**src/rtl/seg7_pkg.sv**
```systemverilog
// seg7_pkg
//   Shared definitions for the seven-segment display path: glyph codes,
//   active-low segment patterns ({g,f,e,d,c,b,a}), display geometry and
//   the scan-driver state encoding. Imported by the scan driver, the glyph
//   decoder, the operation dispatcher and the greetings/stopwatch producers.
package seg7_pkg;

   localparam int DIGITS = 8;
   localparam int CODE_W = 5;
   localparam int SEG_W  = 7;
   localparam int IDX_W  = 3;

   // Glyph codes beyond the 0x00-0x0F hex range
   localparam logic [CODE_W-1:0] G_H          = 5'h10;
   localparam logic [CODE_W-1:0] G_I          = 5'h11;
   localparam logic [CODE_W-1:0] G_L          = 5'h12;
   localparam logic [CODE_W-1:0] G_P          = 5'h13;
   localparam logic [CODE_W-1:0] G_R          = 5'h14;
   localparam logic [CODE_W-1:0] G_N          = 5'h15;
   localparam logic [CODE_W-1:0] G_O          = 5'h16;
   localparam logic [CODE_W-1:0] G_U          = 5'h17;
   localparam logic [CODE_W-1:0] G_MINUS      = 5'h18;
   localparam logic [CODE_W-1:0] G_UNDERSCORE = 5'h19;
   localparam logic [CODE_W-1:0] G_BLANK      = 5'h1F;

   // Active-low segment patterns, bit order {g,f,e,d,c,b,a}
   localparam logic [SEG_W-1:0] SEG_0          = 7'h40;
   localparam logic [SEG_W-1:0] SEG_1          = 7'h79;
   localparam logic [SEG_W-1:0] SEG_2          = 7'h24;
   localparam logic [SEG_W-1:0] SEG_3          = 7'h30;
   localparam logic [SEG_W-1:0] SEG_4          = 7'h19;
   localparam logic [SEG_W-1:0] SEG_5          = 7'h12;
   localparam logic [SEG_W-1:0] SEG_6          = 7'h02;
   localparam logic [SEG_W-1:0] SEG_7          = 7'h78;
   localparam logic [SEG_W-1:0] SEG_8          = 7'h00;
   localparam logic [SEG_W-1:0] SEG_9          = 7'h10;
   localparam logic [SEG_W-1:0] SEG_A          = 7'h08;
   localparam logic [SEG_W-1:0] SEG_B          = 7'h03;
   localparam logic [SEG_W-1:0] SEG_C          = 7'h46;
   localparam logic [SEG_W-1:0] SEG_D          = 7'h21;
   localparam logic [SEG_W-1:0] SEG_E          = 7'h06;
   localparam logic [SEG_W-1:0] SEG_F          = 7'h0E;
   localparam logic [SEG_W-1:0] SEG_H          = 7'h09;
   localparam logic [SEG_W-1:0] SEG_I          = 7'h4F;
   localparam logic [SEG_W-1:0] SEG_L          = 7'h47;
   localparam logic [SEG_W-1:0] SEG_P          = 7'h0C;
   localparam logic [SEG_W-1:0] SEG_R          = 7'h2F;
   localparam logic [SEG_W-1:0] SEG_N          = 7'h2B;
   localparam logic [SEG_W-1:0] SEG_O          = 7'h23;
   localparam logic [SEG_W-1:0] SEG_U          = 7'h41;
   localparam logic [SEG_W-1:0] SEG_MINUS      = 7'h3F;
   localparam logic [SEG_W-1:0] SEG_UNDERSCORE = 7'h77;
   localparam logic [SEG_W-1:0] SEG_BLANK      = 7'h7F;

   localparam logic [DIGITS-1:0] AN_OFF = 8'hFF;

   // Scan phase of the current counter position
   typedef enum logic [1:0] {
      ST_IDLE  = 2'd0,
      ST_BLANK = 2'd1,
      ST_DRIVE = 2'd2
   } scan_state_t;

endpackage

```
**src/rtl/seg7_glyph_decode.sv**
```systemverilog
// seg7_glyph_decode
//   Purely combinational glyph-code to segment-pattern translation.
//   Ports:
//     code  in  5  glyph code (see seg7_pkg)
//     seg   out 7  active-low {g,f,e,d,c,b,a}; reserved codes render blank
module seg7_glyph_decode
   import seg7_pkg::*;
(
   input  logic [CODE_W-1:0] code,
   output logic [SEG_W-1:0]  seg
);

   // Look up the segment pattern for the requested glyph
   always_comb begin
      seg = SEG_BLANK;
      case (code)
         5'h00:        seg = SEG_0;
         5'h01:        seg = SEG_1;
         5'h02:        seg = SEG_2;
         5'h03:        seg = SEG_3;
         5'h04:        seg = SEG_4;
         5'h05:        seg = SEG_5;
         5'h06:        seg = SEG_6;
         5'h07:        seg = SEG_7;
         5'h08:        seg = SEG_8;
         5'h09:        seg = SEG_9;
         5'h0A:        seg = SEG_A;
         5'h0B:        seg = SEG_B;
         5'h0C:        seg = SEG_C;
         5'h0D:        seg = SEG_D;
         5'h0E:        seg = SEG_E;
         5'h0F:        seg = SEG_F;
         G_H:          seg = SEG_H;
         G_I:          seg = SEG_I;
         G_L:          seg = SEG_L;
         G_P:          seg = SEG_P;
         G_R:          seg = SEG_R;
         G_N:          seg = SEG_N;
         G_O:          seg = SEG_O;
         G_U:          seg = SEG_U;
         G_MINUS:      seg = SEG_MINUS;
         G_UNDERSCORE: seg = SEG_UNDERSCORE;
         default:      seg = SEG_BLANK;
      endcase
   end

endmodule

```
**src/rtl/seg7_scan_driver.sv**
```systemverilog
// seg7_scan_driver
//   Time-multiplexes eight glyph codes onto a common-anode 8-digit display.
//   The display word is captured once per frame (at the start of digit 0's
//   slot) so a frame never mixes old and new digits, and every slot opens
//   with a blanking interval to suppress ghosting between digits.
//   Ports:
//     clk         in  1   system clock
//     reset       in  1   asynchronous active-low reset
//     enable      in  1   1 = scan, 0 = display dark
//     display     in  40  glyph codes, [39:35] leftmost (an[7]) .. [4:0] rightmost (an[0])
//     dp_mask     in  8   bit i lights decimal point of digit i
//     an          out 8   anode enables, active-low
//     seg         out 7   segments {g,f,e,d,c,b,a}, active-low
//     dp          out 1   decimal point, active-low
//     frame_tick  out 1   one-cycle pulse after each snapshot
module seg7_scan_driver
   import seg7_pkg::*;
#(
   parameter int DIGIT_CYCLES = 100000,
   parameter int BLANK_CYCLES = 1000
)
(
   input  logic                     clk,
   input  logic                     reset,
   input  logic                     enable,
   input  logic [DIGITS*CODE_W-1:0] display,
   input  logic [DIGITS-1:0]        dp_mask,
   output logic [DIGITS-1:0]        an,
   output logic [SEG_W-1:0]         seg,
   output logic                     dp,
   output logic                     frame_tick
);

   localparam int               CNT_W     = $clog2(DIGIT_CYCLES);
   localparam logic [CNT_W-1:0] CNT_ZERO  = {CNT_W{1'b0}};
   localparam logic [CNT_W-1:0] CNT_ONE   = CNT_W'(1);
   localparam logic [CNT_W-1:0] CNT_LAST  = CNT_W'(DIGIT_CYCLES - 1);
   localparam logic [CNT_W-1:0] BLANK_LIM = CNT_W'(BLANK_CYCLES);
   localparam logic [IDX_W-1:0] IDX_ZERO  = {IDX_W{1'b0}};
   localparam logic [IDX_W-1:0] IDX_ONE   = IDX_W'(1);

   scan_state_t         state_r, state_n_s;
   logic [CNT_W-1:0]    cnt_r, cnt_n_s;
   logic [IDX_W-1:0]    idx_r, idx_n_s;
   logic [CODE_W-1:0]   shadow_r [DIGITS];
   logic [DIGITS-1:0]   shadow_dp_r;
   logic                snap_s;
   logic [SEG_W-1:0]    glyph_seg_s;
   logic [DIGITS-1:0]   an_r, an_n_s;
   logic [SEG_W-1:0]    seg_r, seg_n_s;
   logic                dp_r, dp_n_s;
   logic                frame_tick_r;

   seg7_glyph_decode u_decode (
      .code (shadow_r[idx_r]),
      .seg  (glyph_seg_s)
   );

   // Next counter position, snapshot request and next pin values
   always_comb begin
      state_n_s = state_r;
      cnt_n_s   = cnt_r;
      idx_n_s   = idx_r;
      snap_s    = 1'b0;
      an_n_s    = AN_OFF;
      seg_n_s   = SEG_BLANK;
      dp_n_s    = 1'b1;
      if (!enable) begin
         // Disabling takes priority over a coincident slot wrap
         state_n_s = ST_IDLE;
         cnt_n_s   = CNT_ZERO;
         idx_n_s   = IDX_ZERO;
      end else begin
         snap_s = (cnt_r == CNT_ZERO) && (idx_r == IDX_ZERO);
         if (cnt_r == CNT_LAST) begin
            cnt_n_s = CNT_ZERO;
            idx_n_s = idx_r + IDX_ONE;   // 7 wraps to 0 naturally
         end else begin
            cnt_n_s = cnt_r + CNT_ONE;
            idx_n_s = idx_r;
         end
         state_n_s = (cnt_n_s < BLANK_LIM) ? ST_BLANK : ST_DRIVE;
         // IDLE sits at cnt 0, so it renders exactly like BLANK here
         case (state_r)
            ST_DRIVE: begin
               an_n_s  = ~(8'd1 << idx_r);
               seg_n_s = glyph_seg_s;
               dp_n_s  = ~shadow_dp_r[idx_r];
            end
            default: begin
               an_n_s  = AN_OFF;
               seg_n_s = SEG_BLANK;
               dp_n_s  = 1'b1;
            end
         endcase
      end
   end

   // Counter/state register and registered pin outputs
   always_ff @(posedge clk or negedge reset) begin
      if (!reset) begin
         state_r      <= ST_IDLE;
         cnt_r        <= CNT_ZERO;
         idx_r        <= IDX_ZERO;
         an_r         <= AN_OFF;
         seg_r        <= SEG_BLANK;
         dp_r         <= 1'b1;
         frame_tick_r <= 1'b0;
      end else begin
         state_r      <= state_n_s;
         cnt_r        <= cnt_n_s;
         idx_r        <= idx_n_s;
         an_r         <= an_n_s;
         seg_r        <= seg_n_s;
         dp_r         <= dp_n_s;
         frame_tick_r <= snap_s;
      end
   end

   // Frame shadow of the display word and decimal-point mask
   always_ff @(posedge clk or negedge reset) begin
      if (!reset) begin
         for (int i = 0; i < DIGITS; i++) begin
            shadow_r[i] <= G_BLANK;
         end
         shadow_dp_r <= {DIGITS{1'b0}};
      end else if (snap_s) begin
         for (int i = 0; i < DIGITS; i++) begin
            shadow_r[i] <= display[i*CODE_W +: CODE_W];
         end
         shadow_dp_r <= dp_mask;
      end else begin
         shadow_dp_r <= shadow_dp_r;
      end
   end

   assign an         = an_r;
   assign seg        = seg_r;
   assign dp         = dp_r;
   assign frame_tick = frame_tick_r;

endmodule
```
**config.mk**
```make
export PLATFORM = sky130hd
export DESIGN_NAME = seg7_scan_driver
export DESIGN_NICKNAME = d
export VERILOG_FILES = /design/src/rtl/seg7_pkg.sv /design/src/rtl/seg7_glyph_decode.sv /design/src/rtl/seg7_scan_driver.sv
export SDC_FILE = /design/constraint.sdc
export NUM_CORES = 1
export LEC_CHECK = 0
export CELL_PAD_IN_SITES_DETAIL_PLACEMENT = 1
export CELL_PAD_IN_SITES_GLOBAL_PLACEMENT = 2
export CORE_UTILIZATION = 38
export CTS_BUF_LIST = sky130_fd_sc_hd__clkbuf_4
export DETAILED_ROUTE_END_ITERATION = 10
export PLACE_DENSITY_LB_ADDON = 0.15
export SYNTH_ARGS = -nofsm -noshare
export SYNTH_HDL_FRONTEND = slang
export SYNTH_SLANG_ARGS = --single-unit
```
**constraint.sdc**
```tcl
create_clock -name clk -period 3.3 [get_ports clk]
set_input_delay 0.495 -clock clk [delete_from_list [all_inputs] [get_ports clk]]
set_output_delay 0.495 -clock clk [all_outputs]
set_load 0.05 [all_outputs]
```
==> flow_results.xml <==
<?xml version="1.0" encoding="UTF-8"?>
<metrics>
  <group name="run_status">
    <metric name="run_status" unit="">finished with violations</metric>
    <metric name="failed_checks" unit="">DRC</metric>
  </group>
  <group name="timing">
    <metric name="rsz0062_at_grt" unit="">no</metric>
    <metric name="maxClockFrequency" unit="MHz">379.7</metric>
    <metric name="finalSetupTns" unit="ns">0</metric>
    <metric name="finalHoldViolations" unit="">0</metric>
    <metric name="worst_clock_skew" unit="ns">0.01157</metric>
    <metric name="fin_crit_sh" unit="%">79.80</metric>
    <metric name="time_the_worst_path_needs_with_i_o_delays_and_setup" unit="ns">2.634</metric>
    <metric name="report.final.slew_viol_count" unit="">0</metric>
    <metric name="fin_ws" unit="ns">0.6664</metric>
    <metric name="setup_viol" unit="">0</metric>
    <metric name="max_slew.worst_pin.slew" unit="ns">0.9332</metric>
    <metric name="worst_relative_slew_slack" unit="%">37.78</metric>
  </group>
  <group name="synthesis">
    <metric name="post_synth_and_or_nand_nor_area_fraction" unit="%">12.04</metric>
    <metric name="syn_area" unit="µm²">4531</metric>
    <metric name="synth.top_cell.area_share" unit="%">32.48</metric>
    <metric name="synth_seq_cells" unit="">87</metric>
    <metric name="gate_count_of_the_mapped_netlist" unit="">371</metric>
    <metric name="async_flop_share" unit="%">100.0</metric>
    <metric name="synth_edf_count" unit="">0</metric>
    <metric name="synth_top_cell_by_area" unit="">sky130_fd_sc_hd__dfstp_2</metric>
    <metric name="postSynthNetCount" unit="">437</metric>
    <metric name="synth-seq-area-share" unit="%">49.60</metric>
    <metric name="compound_gate_fraction_of_synth_area" unit="%">5.275</metric>
    <metric name="synth_top_family_by_area" unit="">multiplexers</metric>
    <metric name="synth_fa_ha_area_share" unit="%">4.143</metric>
    <metric name="multiplexer_share_of_the_synthesized_area" unit="%">21.98</metric>
    <metric name="post_synth_xor_area_fraction" unit="%">3.673</metric>
    <metric name="synth.distinct_cells" unit="">49</metric>
    <metric name="post_synth_main_area_contributors" unit="">sky130_fd_sc_hd__dfstp_2, sky130_fd_sc_hd__dfrtp_1, sky130_fd_sc_hd__mux2_2</metric>
    <metric name="syn-mean-instance-area" unit="µm²">12.21</metric>
    <metric name="ys_dominant_reg_cell" unit="">sky130_fd_sc_hd__dfstp_2</metric>
    <metric name="synth_warnings" unit="">0</metric>
  </group>
  <group name="worst_setup_path">
    <metric name="critical_path.endpoint_type" unit="">register</metric>
    <metric name="data_arrival_time_of_the_critical_path" unit="ns">3.04</metric>
    <metric name="critical_path.startpoint_type" unit="">register</metric>
    <metric name="timing.critical_path.slowest_stage_cell" unit="">sky130_fd_sc_hd__mux4_1</metric>
    <metric name="crit_required" unit="ns">3.70</metric>
    <metric name="cp_cell_sequence" unit="">mux4_1, mux2_2, inv_1, ha_1, nor2b_1, nor3_1, a2111oi_2, o21ai_1</metric>
    <metric name="path_max_fanout" unit="">8</metric>
    <metric name="path_class" unit="">reg -&gt; reg</metric>
    <metric name="largest_stage_delay_on_the_critical_path" unit="ns">0.59</metric>
  </group>
  <group name="cells_and_area">
    <metric name="finish.net_count" unit="">503</metric>
    <metric name="final_common_cell" unit="">sky130_fd_sc_hd__clkdlybuf4s50_1</metric>
    <metric name="antenna_cells" unit="">0</metric>
    <metric name="multi_input_area" unit="µm²">2140</metric>
    <metric name="layout.cells.non_filler" unit="">585</metric>
    <metric name="final_cell_mix" unit="">sky130_fd_sc_hd__clkdlybuf4s50_1, sky130_fd_sc_hd__dfstp_2, sky130_fd_sc_hd__mux2_2</metric>
    <metric name="relative_area_change_from_synthesis_to_final_layout" unit="%">21.60</metric>
    <metric name="post-route-util" unit="%">47.84</metric>
    <metric name="drive_gt1_share" unit="%">32.35</metric>
    <metric name="layout.filler_cells" unit="">1225</metric>
    <metric name="seq_area" unit="µm²">2247</metric>
  </group>
  <group name="global_routing">
    <metric name="global_route.usage.met3" unit="%">3.171</metric>
    <metric name="grt_busiest_layer" unit="">met2</metric>
    <metric name="first_global_vias" unit="">3307</metric>
    <metric name="grt_util_all_layers" unit="%">18.41</metric>
    <metric name="grt_first_pass_wirelength" unit="µm">17660</metric>
    <metric name="grt.met1_usage" unit="%">26.48</metric>
    <metric name="grtUsageMet2" unit="%">27.50</metric>
    <metric name="overflow" unit="">0</metric>
    <metric name="antenna_found_initial" unit="">0</metric>
    <metric name="largest_net_degree_at_the_start_of_global_routing" unit="">72</metric>
  </group>
  <group name="detailed_routing">
    <metric name="post-route-drc-count" unit="">5</metric>
    <metric name="wirelength" unit="µm">10260</metric>
    <metric name="drt_first_iter_violations" unit="">94</metric>
    <metric name="vias" unit="">3024</metric>
    <metric name="detail_route.wl_per_cell" unit="µm">17.53</metric>
    <metric name="via_per_inst" unit="">5.169</metric>
    <metric name="detail_route.first_pass.iterations" unit="">7</metric>
    <metric name="postRouteAntennaNets" unit="">0</metric>
  </group>
  <group name="floorplan">
    <metric name="die_height" unit="µm">111.2</metric>
    <metric name="floorplan.io_pins" unit="">68</metric>
    <metric name="core.rowCount" unit="">39</metric>
    <metric name="core_area" unit="µm²">11520</metric>
    <metric name="initial_utilization" unit="%">39.34</metric>
    <metric name="dieArea" unit="µm²">12360</metric>
    <metric name="fp.dieW" unit="µm">111.2</metric>
  </group>
  <group name="clock_network">
    <metric name="numClockSinks" unit="">87</metric>
    <metric name="cts_buffers" unit="">9</metric>
    <metric name="tritoncts" unit="">yes</metric>
    <metric name="post_cts.resized_instances" unit="">0</metric>
    <metric name="clk_root_buffer_cell" unit="">sky130_fd_sc_hd__clkbuf_4</metric>
    <metric name="cts.repair_timing.setup_buffer_count" unit="">0</metric>
    <metric name="clkSlewWorstSetupHoldPaths" unit="ns">0.15</metric>
    <metric name="postCtsHoldBufs" unit="">0</metric>
    <metric name="clkLatencyLatePin" unit="ns">0.46</metric>
    <metric name="cts_max_path_buffers" unit="">2</metric>
    <metric name="htreeDepth" unit="">3</metric>
  </group>
  <group name="placement">
    <metric name="buffer_ports.inserted" unit="">67</metric>
    <metric name="placed_cells" unit="">569</metric>
    <metric name="routability_congestion_estimate_from_global_placement" unit="">0.7820</metric>
    <metric name="place_hpwl" unit="µm">7434</metric>
    <metric name="place_worst_setup_slack" unit="ns">0.7000</metric>
  </group>
  <group name="pwr">
    <metric name="p_per_area" unit="nW/µm²">499.4</metric>
    <metric name="total_power" unit="mW">2.751</metric>
    <metric name="vdd_ir_drop_max" unit="V">0.0002834</metric>
    <metric name="leakage_power_of_the_design" unit="nW">2.182</metric>
  </group>
  <group name="min_path">
    <metric name="hold_class" unit="">in -&gt; async</metric>
  </group>
  <group name="flow_run">
    <metric name="maxCapViolCount" unit="">0</metric>
  </group>
</metrics>
per-layer routing:
layer	up-vias	share of wire, %	wire length [µm]
met3	15	3.4	345
met2	64	43	4458
met1	1488	51	5274
li1	1457	-	-
met4	0	1.7	178
met5	-	0	0
per-stage QoR:
stage | hold WS (ns) | instance area, µm²
floorplan | 0.1994 | 4531
global placement | 0.4835 | 5336
detailed placement | 0.4939 | 5336
CTS | 0.1700 | 5509
global route | 0.2032 | 5509
finish | 0.1576 | 5509
flip-flops by register name, indices dropped and copies added (netlist names):
register,flops
dp,1
state_r,2
an,8
seg,7
shadow_r,40
idx_r,3
frame_tick,1
cnt_r,17
shadow_dp_r,8
Yosys cell counts (3+ instances only):
library cell	number
sky130_fd_sc_hd__clkbuf_1	6
sky130_fd_sc_hd__dfrtp_1	31
sky130_fd_sc_hd__xnor2_1	9
sky130_fd_sc_hd__mux2i_1	7
sky130_fd_sc_hd__nand2b_1	3
sky130_fd_sc_hd__buf_4	3
sky130_fd_sc_hd__mux4_2	3
sky130_fd_sc_hd__nand3_1	17
sky130_fd_sc_hd__and2_1	4
sky130_fd_sc_hd__nor2_1	29
sky130_fd_sc_hd__a21oi_1	6
sky130_fd_sc_hd__and4_1	4
sky130_fd_sc_hd__mux2_2	50
sky130_fd_sc_hd__ha_1	15
sky130_fd_sc_hd__inv_1	7
sky130_fd_sc_hd__dfstp_2	56
sky130_fd_sc_hd__nand2_1	31
sky130_fd_sc_hd__mux4_1	9
sky130_fd_sc_hd__buf_2	8
sky130_fd_sc_hd__xor2_1	10
sky130_fd_sc_hd__buf_6	3
sky130_fd_sc_hd__nand4_1	3
sky130_fd_sc_hd__nor3_1	7
sky130_fd_sc_hd__o21ai_0	16
sky130_fd_sc_hd__nor2b_1	3
worst paths after layout:
check                                    start        endpoint  slack [ns]  cells after the start
worst max-delay path                  idx_r[0]          seg[3]        0.67                      8
max in group asynchronous                reset              dp        2.40                      2
worst min-delay path                     reset        idx_r[0]        0.16                      1
worst min register to register  shadow_dp_r[6]  shadow_dp_r[6]        0.52                      1
min in group clk                shadow_dp_r[6]  shadow_dp_r[6]        0.52                      1
worst max register to register        idx_r[0]          seg[3]        0.67                      8
critical path: cells and delay by family, from the launching register on:
family,cells,cell delay (ns)
and+or+nand+nor,2,0.31
AOI/OAI and AO/OA,2,0.37
adders and majority gates,1,0.29
DFF,1,0.50
muxes,2,0.96
buffers and inverters,1,0.14
power breakdown:
part           leakage, nW  switching, mW  internal (mW)
Clock               0.0886          0.404          0.317
Sequential           0.998         0.0858           1.31
Combinational         1.10          0.295          0.339
kinds of logic (layout without fill, tap and decap cells):
group                      Yosys count  in the layout
and+or+nand+nor                    112            112
DFF                                 87             87
muxes                               72             72
AOI/OAI and AO/OA                   38             38
buffers and inverters               28             99
xor gates and xnor gates            19             19
adders and majority gates           15             15
layout make-up:
type / count / area share, %
sequential: 87 / 40.79
multi-input combinational: 256 / 38.84
timing repair buffer: 75 / 13.45
tap: 143 / 3.248
clock inverter: 7 / 1.908
clock buffer: 9 / 1.226
inverter: 8 / 0.5451
No activity file was read; power rests on OpenSTA's default activity.
